--- src/rtl/bsg_runtime_timer_if.sv ---
// rtl/bsg_runtime_timer_if.sv - snooped request handshake bundle observed by the runtime timer
interface bsg_runtime_timer_if #(
  parameter int data_width_p = 128
);
  logic                    v;
  logic                    ready;
  logic [data_width_p-1:0] data;

  // The timer only observes traffic; whoever owns the real link drives every field.
  modport master (output v, output ready, output data);
  modport slave  (input  v, input  ready, input  data);
endinterface

--- src/rtl/bsg_runtime_timer.sv ---
// rtl/bsg_runtime_timer.sv - tag-triggered start/stop runtime counter with delayed tag-done; define BSG_RUNTIME_TIMER_SATURATE_EN to saturate instead of wrap
module bsg_runtime_timer #(
  parameter int                     data_width_p    = 128,
  parameter int                     tag_offset_p    = 82,
  parameter int                     tag_width_p     = 12,
  parameter logic [tag_width_p-1:0] tag_value_p     = 12'hAED,
  parameter int                     counter_width_p = 64,
  parameter int                     reset_depth_p   = 3
) (
  input  logic                       clk_i,
  input  logic                       reset_i,
  bsg_runtime_timer_if.slave         pkt,
  input  logic                       tag_done_i,
  output logic                       tag_done_r_o,
  output logic                       running_o,
  output logic [counter_width_p-1:0] count_o
);

  typedef enum logic {
    idle_s = 1'b0,
    run_s  = 1'b1
  } state_e;

  localparam logic [counter_width_p-1:0] one_lp = {{(counter_width_p-1){1'b0}}, 1'b1};

  state_e                     state_r;
  state_e                     state_n;
  logic                       is_timer;
  logic                       clear;
  logic                       up;
  logic [counter_width_p-1:0] count_r;
  logic [counter_width_p-1:0] count_base;
  logic [counter_width_p-1:0] count_n;
  logic [reset_depth_p-1:0]   done_r;

  // The same tag both starts and stops the timer; the status register decides which.
  assign is_timer = pkt.v & pkt.ready
                  & (pkt.data[tag_offset_p +: tag_width_p] == tag_value_p);

  always_ff @(posedge clk_i) begin
    if (reset_i) begin
      state_r <= idle_s;
    end else begin
      state_r <= state_n;
    end
  end

  always_comb begin
    state_n = state_r;
    case (state_r)
      idle_s:  if (is_timer) state_n = run_s;
      run_s:   if (is_timer) state_n = idle_s;
      default: state_n = idle_s;
    endcase
  end

  assign running_o = (state_r == run_s);
  assign clear     = ~running_o & is_timer;
  assign up        = running_o;

  // Clear is applied before increment so a simultaneous clear/up lands on 1.
  always_comb begin
    count_base = clear ? '0 : count_r;
    count_n    = count_base;
    if (up) begin
`ifdef BSG_RUNTIME_TIMER_SATURATE_EN
      if (count_base != '1) begin
        count_n = count_base + one_lp;
      end
`else
      count_n = count_base + one_lp;
`endif
    end
  end

  always_ff @(posedge clk_i) begin
    if (reset_i) begin
      count_r <= '0;
    end else begin
      count_r <= count_n;
    end
  end

  assign count_o = count_r;

  always_ff @(posedge clk_i) begin
    if (reset_i) begin
      done_r <= '0;
    end else begin
      done_r[0] <= tag_done_i;
      for (int i = 1; i < reset_depth_p; i++) begin
        done_r[i] <= done_r[i-1];
      end
    end
  end

  assign tag_done_r_o = done_r[reset_depth_p-1];

endmodule

--- src/flat_wrapper.sv ---
// flat-port wrapper written by rule: the top's interface ports become plain ports
module bsg_runtime_timer_flat 
#(
  parameter int                     data_width_p    = 128,
  parameter int                     tag_offset_p    = 82,
  parameter int                     tag_width_p     = 12,
  parameter logic [tag_width_p-1:0] tag_value_p     = 12'hAED,
  parameter int                     counter_width_p = 64,
  parameter int                     reset_depth_p   = 3
)
  (clk_i, reset_i, tag_done_i, tag_done_r_o, running_o, count_o, pkt_v, pkt_ready, pkt_data);
  bsg_runtime_timer_if #(.data_width_p(data_width_p)) pkt_i ();
  input  logic clk_i;
  input  logic reset_i;
  input  logic tag_done_i;
  output logic tag_done_r_o;
  output logic running_o;
  output logic [counter_width_p-1:0] count_o;
  input wire logic [$bits(pkt_i.v)-1:0] pkt_v;
  input wire logic [$bits(pkt_i.ready)-1:0] pkt_ready;
  input wire logic [$bits(pkt_i.data)-1:0] pkt_data;
  assign pkt_i.v = pkt_v;
  assign pkt_i.ready = pkt_ready;
  assign pkt_i.data = pkt_data;
  bsg_runtime_timer #(.data_width_p(data_width_p), .tag_offset_p(tag_offset_p), .tag_width_p(tag_width_p), .tag_value_p(tag_value_p), .counter_width_p(counter_width_p), .reset_depth_p(reset_depth_p)) u_core (.clk_i(clk_i), .reset_i(reset_i), .pkt(pkt_i), .tag_done_i(tag_done_i), .tag_done_r_o(tag_done_r_o), .running_o(running_o), .count_o(count_o));
endmodule
--- config.mk ---
export PLATFORM = sky130hd
export DESIGN_NAME = bsg_runtime_timer_flat
export DESIGN_NICKNAME = d
export VERILOG_FILES = /design/src/rtl/bsg_runtime_timer_if.sv /design/src/rtl/bsg_runtime_timer.sv /design/src/flat_wrapper.sv
export SDC_FILE = /design/constraint.sdc
export NUM_CORES = 1
export LEC_CHECK = 0
export CAP_MARGIN = 20
export CORE_MARGIN = 2
export CORE_UTILIZATION = 40
export DETAILED_ROUTE_END_ITERATION = 16
export PLACE_DENSITY = 0.77
export RECOVER_POWER = 25
export SLEW_MARGIN = 20
export SYNTH_ARGS = -nofsm -noshare
export SYNTH_HDL_FRONTEND = slang
export SYNTH_SLANG_ARGS = --single-unit
--- constraint.sdc ---
create_clock -name clk_i -period 5 [get_ports clk_i]
set_input_delay 1 -clock clk_i [delete_from_list [all_inputs] [get_ports clk_i]]
set_output_delay 1 -clock clk_i [all_outputs]
set_load 0.05 [all_outputs]
### Word level (Yosys, flattened, before mapping)

Cells that the tools add are included.

* output and inout port bits: 66
* word-level logic and storage cells: 14
* register bits: 68
* input port bits: 133

* equality and inequality tests: 1
* bitwise gates (word level): 4
* multiplexer cells: 5
* add/subtract/negate cells: 1

Operators by type and width (count)
* $mux W64: 2
* $add A64 B1 Y64 const B: 1
* $eq A12 B12 Y1 const B: 1
* $and A1 B1 Y1: 3
* $mux W1: 2
* $pmux W1 S2: 1
* $not A1 Y1: 1

### Longest topological paths before layout

Gate-level depths: netlist of the first run.

* word-level depth: 6
* gate-level depth with buffers: 16

### Worst setup path after synthesis of the first run

OpenSTA, ideal clock, no wires.

* path kind: input to register
* start point: input port pkt_data[83]
* end point: register u_core.count_r[50], in the netlist u_core.count_o[50]
* path slack: 679 ps
* arrival time: 4201 ps
* stages: 15
* cell sequence: nand4b_1 > nor4_1 > ha_1 > clkbuf_1 > clkbuf_1 > clkbuf_1 > buf_2 > buf_2 > nor2b_1 > ha_1 > nand3_1 > nor4_2 > nand4_2 > nor4_1 > mux2_2

* word-level cells in the longest chain between the ends: 6

Ends and longest elaborated chain
* start: declaration: RTL line flat_wrapper.sv:21 `input wire logic [$bits(pkt_i.data)-1:0] pkt_data;`
* $eq A12 B12 Y1 (*): RTL line bsg_runtime_timer.sv:38 `& (pkt.data[tag_offset_p +: tag_width_p] == tag_value_p);`
* $and A1 B1 Y1 (*): RTL line bsg_runtime_timer.sv:38
* $and A1 B1 Y1 (*): RTL line bsg_runtime_timer.sv:58 `assign clear = ~running_o & is_timer;`
* $mux W64 (*): RTL line bsg_runtime_timer.sv:63 `count_base = clear ? '0 : count_r;`
* $add A64 B1 Y64: RTL line bsg_runtime_timer.sv:71 `count_n = count_base + one_lp;`
* $mux W64 (*): RTL line bsg_runtime_timer.sv:65 `if (up) begin`
* end signal: assignment: RTL line bsg_runtime_timer.sv:80 `count_r <= count_n;`
* end: declaration: RTL line bsg_runtime_timer.sv:31 `logic [counter_width_p-1:0] count_r;`

Mark *: on every way between the ends. The rest lies on a longest branch, timed or not.
A chain may end at the register's enable or synchronous reset.

### Worst setup path after layout of the first run

* start point: input port pkt_data[92]
* end point: register u_core.count_r[57], in the netlist u_core.count_o[57]

Same word-level chain as after synthesis.

==> results.md, run 1 <==
* Worst slack, placed at 750.0 ps
* DIE AREA at 0.01022 mm²
* Commonest non-fill, non-tap cell in the layout: dfxtp_1
* Overall routed net length at 10.66 mm
* Crit path time final at 3928 ps
* Sw Ratio at 22.56%
* Setup_tns at 0 ps
* Internal power at 0.0007592 W
* Worst Clk Skew at 7.728 ps
* Worst Max-Slew Pin Slew at 2136 ps
* YS warnings at 0
* Tot GR Track Use at 21.93%
* Post-synthesis sequential area ratio at 36.09%
* Synth Area per Inst at 7.942 µm²
* Top FF cell, synth: dfxtp_1
* Initial Util at 41.02%
* Min-Delay Path Class: register to register
* CTS buffer count at 9
* Commonest cells after routing, fill and taps aside: dfxtp_1, clkdlybuf4s50_1, nor2_1, nand2_1, a21oi_1
* Startpoint types: input port
* Global-route wire length before repair at 17.92 mm
* Clk pwr share at 41.9%
* Final worst slack at 1072 ps
* Outcome: complete, but fails checks
* Max Cap Violations at 1
* Final hold violations at 0
* First drt pass iteration count at 6
* Post-cts sizing count at 0
* Routed len/inst at 16.00 µm
* CP Data Arrival Time at 4190 ps
* Count of final setup violators at 0
* Fmax at 0.2546 GHz
* Synth cell types at 46
* Synth Instances at 475
* Antenna violations before repair at 0
* Vias/cell at 5.992
* Pin count of the biggest net entering global routing at 47
* Max Slew Vio Count at 47
* WP data required at 5260 ps
* Port bufs at 82
* Share of power burned in combinational logic at 2.8%
* Post-synth EDFFs at 0
* Failing checks: capacitance limit, slew limit
* CP endpoint kind: register
* CP Class: input port to register
* Slowest cell on crit path: or4_1
* Pwr Density at 202.1 mW/mm²
* Sequential power share at 55.3%
* Leakage Power at 1.565 nW
* Reg clk slew, reported paths at 70 ps
* Congestion Overflow GR at 0
* Synth async-reset ratio at 0%
* Layout fillers at 863
* Worst-Skew Late Latency at 350 ps
* CTS root buffer: clkbuf_8
* Setup Buffers After CTS at 0
* DRC Markers at 0
* IO Pins at 199
* Routed via count at 3991
* CTS sink cnt at 68
* Worst-path maximum fanout at 15
* Share of layout cells above drive strength 1 at 5.586%
* Initial DRC count at 325
* Core area at 0.009196 mm²
* Hpwl dp at 7.607 mm
* Multi-input gate area at 0.002297 mm²
* Pwr Total at 0.0009804 W
* CTS Hold Bufs at 0
* Worst hold margin at 443.0 ps
* Max stage delay on crit path at 660 ps
* R2R setup slack at 1760 ps
* RSZ-0062 raised after global routing: false
* Antenna diode count at 0
* Vias in the first global route at 3727
* Psw at 0.0002212 W
* CP most frequent cell: nand4b_1
* Die span in x at 101.1 µm
* Headroom to the max-slew limit at -42.39%
* Synthesis-stage register bit count at 68
* Final antenna-violating net count at 0
* Routability congestion estimate at 0.8641
* Syn Std Cell Area at 0.003772 mm²
* H-Tree Depth at 3
* Synth Net Count at 610
* Longest Clk Path Bufs at 2
* Final #Nets at 686
* FF+latch area at 0.001361 mm²
* Worst vdd ir at 0.0001144 V
* Worst-path cell chain: clkdlybuf4s50_1, nand4b_1, nor4_1, ha_1, buf_4, nor2b_1, nor4b_1, nand4b_1, or4_1, a21oi_1
* Period utilization at 78.56%
* CTS tree: yes
* Std cell rows at 35
* Die Span Y at 101.1 µm
* Syn-to-layout area delta at 28.59%
## synthesized netlist by cell type (13+ instances only)
cell / count / share of area (%)
dfxtp_1: 68 / 36
or3_1: 22 / 3.6
nand2_1: 41 / 4.1
nand3_1: 30 / 4.0
nor2b_1: 23 / 3.8
nand4_1: 22 / 3.6
nand4b_1: 13 / 3.0
o21ai_0: 20 / 2.7
nor4_1: 18 / 3.0
clkbuf_1: 17 / 1.7
xnor2_1: 19 / 4.4
nor2_1: 46 / 4.6
a21oi_1: 32 / 4.2
## metrics by stage
step                cell area [µm²]  cells  utilization, %
floorplan                      3772    475               -
global placement               4686    651           50.95
detailed placement             4686    651           50.95
CTS                            4855    666           52.79
global route                   4851    666           52.75
finish                         4851    666           52.75
## path summary, 6_finish.rpt
| check | start | endpoint | cells after the start |
|---|---|---|---|
| worst min register to register | u_core.done_r[1]$_SDFF_PP0_ | u_core.done_r[2]$_SDFF_PP0_ | 1 |
| worst max-delay path | pkt_data[92] | u_core.count_o[57]$_SDFF_PP0_ | 10 |
| worst max register to register | u_core.running_o$_SDFF_PP0_ | u_core.count_o[57]$_SDFF_PP0_ | 8 |
| worst min-delay path | u_core.done_r[1]$_SDFF_PP0_ | u_core.done_r[2]$_SDFF_PP0_ | 1 |
## state kept, by name, summed over array words and instances, names as in the netlist
signal and flops:
u_core.done_r 3, u_core.count_o 64, u_core.running_o 1
## area by class of cell
| class | instances | area share [%] |
|---|---|---|
| Multi-Input combinational cell | 378 | 47.36 |
| Inverter | 6 | 0.4643 |
| Clock inverter | 2 | 0.2063 |
| Sequential cell | 68 | 28.06 |
| Timing Repair Buffer | 88 | 17.77 |
| Clock buffer | 13 | 3.276 |
| Tap cell | 111 | 2.863 |
## routing by layer
metal | vias up | share of wire [%] | global-route usage (%)
met3 | 22 | 6.3 | 3.259
met5 | - | 0 | 0
met4 | 0 | 2.0 | 9.252
met1 | 1895 | 44 | 28.41
met2 | 174 | 48 | 36.47
li1 | 1900 | - | -
## logic make-up (layout without fill, tap and decap cells)
| logic type | count (synthesis) | count (layout) | share of synthesized area (%) |
|---|---|---|---|
| adder cells (fa/ha/maj) | 2 | 2 | 0.6632 |
| multiplexers | 5 | 5 | 1.459 |
| AO/OA/AOI/OAI | 67 | 67 | 10.15 |
| flip-flops | 68 | 68 | 36.09 |
| AND/OR/NAND/NOR | 276 | 276 | 42.12 |
| XOR/XNOR | 28 | 28 | 6.501 |
| buffers and inverters | 29 | 109 | 3.018 |
## critical path: cells and delay by family
kind,cells,cell delay (ps)
adders and majority gates,1,300
and+or+nand+nor,6,2050
AOI/OAI and AO/OA,1,140
buffers and inverters,2,690
## power groups by stage
| stage | Combinational, W | Clock [W] | Sequential, W |
|---|---|---|---|
| floorplan | 0.0000108 | 0 | 0.000556 |
| global placement | 0.0000272 | 0 | 0.000555 |
| detailed placement | 0.0000279 | 0 | 0.000555 |
| CTS | 0.0000279 | 0.000417 | 0.000542 |
| global route | 0.0000299 | 0.000438 | 0.000542 |
| finish | 0.0000274 | 0.000411 | 0.000542 |
(Power assumes the default switching activity.)
==> run 2, diff against run 1 <==
==> constraint.sdc (replaced) <==
create_clock -name clk_i -period 3.9 [get_ports clk_i]
set_input_delay 0.78 -clock clk_i [delete_from_list [all_inputs] [get_ports clk_i]]
set_output_delay 0.78 -clock clk_i [all_outputs]
set_load 0.05 [all_outputs]
==> results.md, run 2 (synthesis results as in run 1) <==
* RSZ-0062 raised after global routing: false
* CP Class: input port to register
* CTS Hold Bufs at 0 (unchanged)
* IO Pins at 199 (unchanged)
* Count of final setup violators at 0 (unchanged)
* H-Tree Depth at 3 (unchanged)
* Pin count of the biggest net entering global routing at 46 (-2.1%)
* Worst-path maximum fanout at 12 (-3)
* CP Data Arrival Time at 3730 ps (-460 ps)
* Startpoint types: input port
* Antenna violations before repair at 0 (unchanged)
* Max Cap Violations at 1 (unchanged)
* Hpwl dp at 7.905 mm (+3.9%)
* CP endpoint kind: register
* Failing checks: capacitance limit, slew limit
* CTS buffer count at 9 (unchanged)
* Port bufs at 82 (unchanged)
* Initial DRC count at 194 (-40%)
* Period utilization at 92.04%
* Routability congestion estimate at 0.8717 (+0.88%)
* Post-cts sizing count at 0 (unchanged)
* Die Span Y at 101.1 µm (unchanged)
* Std cell rows at 35 (unchanged)
* Commonest non-fill, non-tap cell in the layout: dfxtp_1
* First drt pass iteration count at 5 (-1)
* Worst Clk Skew at 8.963 ps (+1.236 ps)
* Worst vdd ir at 0.0001515 V (+32%)
* Congestion Overflow GR at 0 (unchanged)
* Share of layout cells above drive strength 1 at 7.923% (+2.3 points)
* Core area at 0.009196 mm² (unchanged)
* Setup Buffers After CTS at 0 (unchanged)
* Final #Nets at 698 (+1.7%)
* DIE AREA at 0.01022 mm² (unchanged)
* Inst Count DP at 663 (+1.8%)
* Tot GR Track Use at 22.01% (+0.082 points)
* CTS root buffer: clkbuf_8
* Worst Max-Slew Pin Slew at 2059 ps (-77.20 ps)
* Max Slew Vio Count at 46 (-2.1%)
* DRC Markers at 0 (unchanged)
* Antenna diode count at 0 (unchanged)
* Commonest cells after routing, fill and taps aside: dfxtp_1, clkdlybuf4s50_1, nor2_1, nand2_1, a21oi_1
* Global-route wire length before repair at 18.03 mm (+0.61%)
* Routed len/inst at 16.13 µm (+0.78%)
* CTS tree: yes
* Headroom to the max-slew limit at -37.25% (+5.1 points)
* Initial Util at 41.02% (unchanged)
* Longest Clk Path Bufs at 2 (unchanged)
* Leakage Power at 1.641 nW (+4.9%)
* Reg clk slew, reported paths at 80 ps (about the same)
* Vias in the first global route at 3807 (+2.1%)
* Routed via count at 3960 (-0.78%)
* Final antenna-violating net count at 0 (unchanged)
* Crit path time final at 3590 ps
* Fmax at 0.2786 GHz
* Final hold violations at 0 (unchanged)
* Overall routed net length at 10.95 mm (+2.7%)
* Setup_tns at 0 ps (unchanged)
* Die span in x at 101.1 µm (unchanged)
* Worst-Skew Late Latency at 350 ps (about the same)
* Largest register FFs at 64 (unchanged)
* Vias/cell at 5.832 (-2.7%)
* Syn-to-layout area delta at 31.74%
* Pwr Density at 260.1 mW/mm² (+29%)
* Min-Delay Path Class: register to register
* WP data required at 4040 ps (-1220 ps)
* Outcome: complete, but fails checks
* Final cell count without fillers at 679 (+2.0%)
* CTS sink cnt at 68 (unchanged)
[run 2: cell count changes in the layout (fill, tap and decap cells not counted), sizes merged]
cell	delta
clkinv	-1
buf	+12
clkinvlp	+2
[run 2: final cells by class]
cell class | instances | area [µm²]
sequential | 68 | 1361
clock inverter | 3 | 20.02
timing repair buffer | 100 | 952.2
inverter | 6 | 22.52
fill | 880 | 4227
tap | 111 | 138.9
multi-input combinational | 378 | 2306
clock buffer | 13 | 168.9
[run 2: worst paths after layout]
kind / startpoint / endpoint / slack [ps] / cells past startpoint
worst max register to register: u_core.running_o$_SDFF_PP0_ / u_core.count_o[55]$_SDFF_PP0_ / 730 / 8
worst min-delay path: u_core.done_r[0]$_SDFF_PP0_ / u_core.done_r[1]$_SDFF_PP0_ / 440 / 1
worst max-delay path: pkt_data[90] / u_core.count_o[55]$_SDFF_PP0_ / 310 / 10
worst min register to register: u_core.done_r[0]$_SDFF_PP0_ / u_core.done_r[1]$_SDFF_PP0_ / 440 / 1
[run 2: power by group]
group / total [W] / leakage (nW) / switching, W / internal [W]
clock network: 0.000562 / 0.0917 / 0.000279 / 0.000282
logic: 0.0000358 / 1.00 / 0.0000176 / 0.0000182
registers: 0.000695 / 0.548 / 0.000000206 / 0.000695
[run 2: metrics by stage]
step / setup WS (ps) / hold WS, ps / instance area [µm²] / total power, W / util [%]
floorplan: 42.75 / 413.8 / 3782 / 0.0007262 / -
global placement: 231.2 / 420.7 / 4785 / 0.0007470 / 52.03
detailed placement: 126.6 / 426.5 / 4785 / 0.0007482 / 52.03
CTS: 483.6 / 448.8 / 4974 / 0.001304 / 54.08
global route: 112.7 / 464.9 / 4970 / 0.001330 / 54.04
finish: 310.4 / 443.5 / 4970 / 0.001293 / 54.04
[run 2: critical path: stages]
cell and delay, ps:
clkdlybuf4s50_1 450, nand4b_1 110, nor4_1 60, ha_1 300, buf_4 230, nor2b_1 210, nor4b_1 550, nand3b_1 460
o311ai_0 470, a21oi_1 100
[run 2: routing by layer]
metal / vias to the layer above / wire length (µm) / GRT usage (%)
li1: 1921 / - / -
met1: 1886 / 4721 / 27.42
met2: 137 / 5407 / 36.88
met3: 16 / 616 / 4.230
met4: 0 / 206 / 9.875
met5: - / 0 / 0
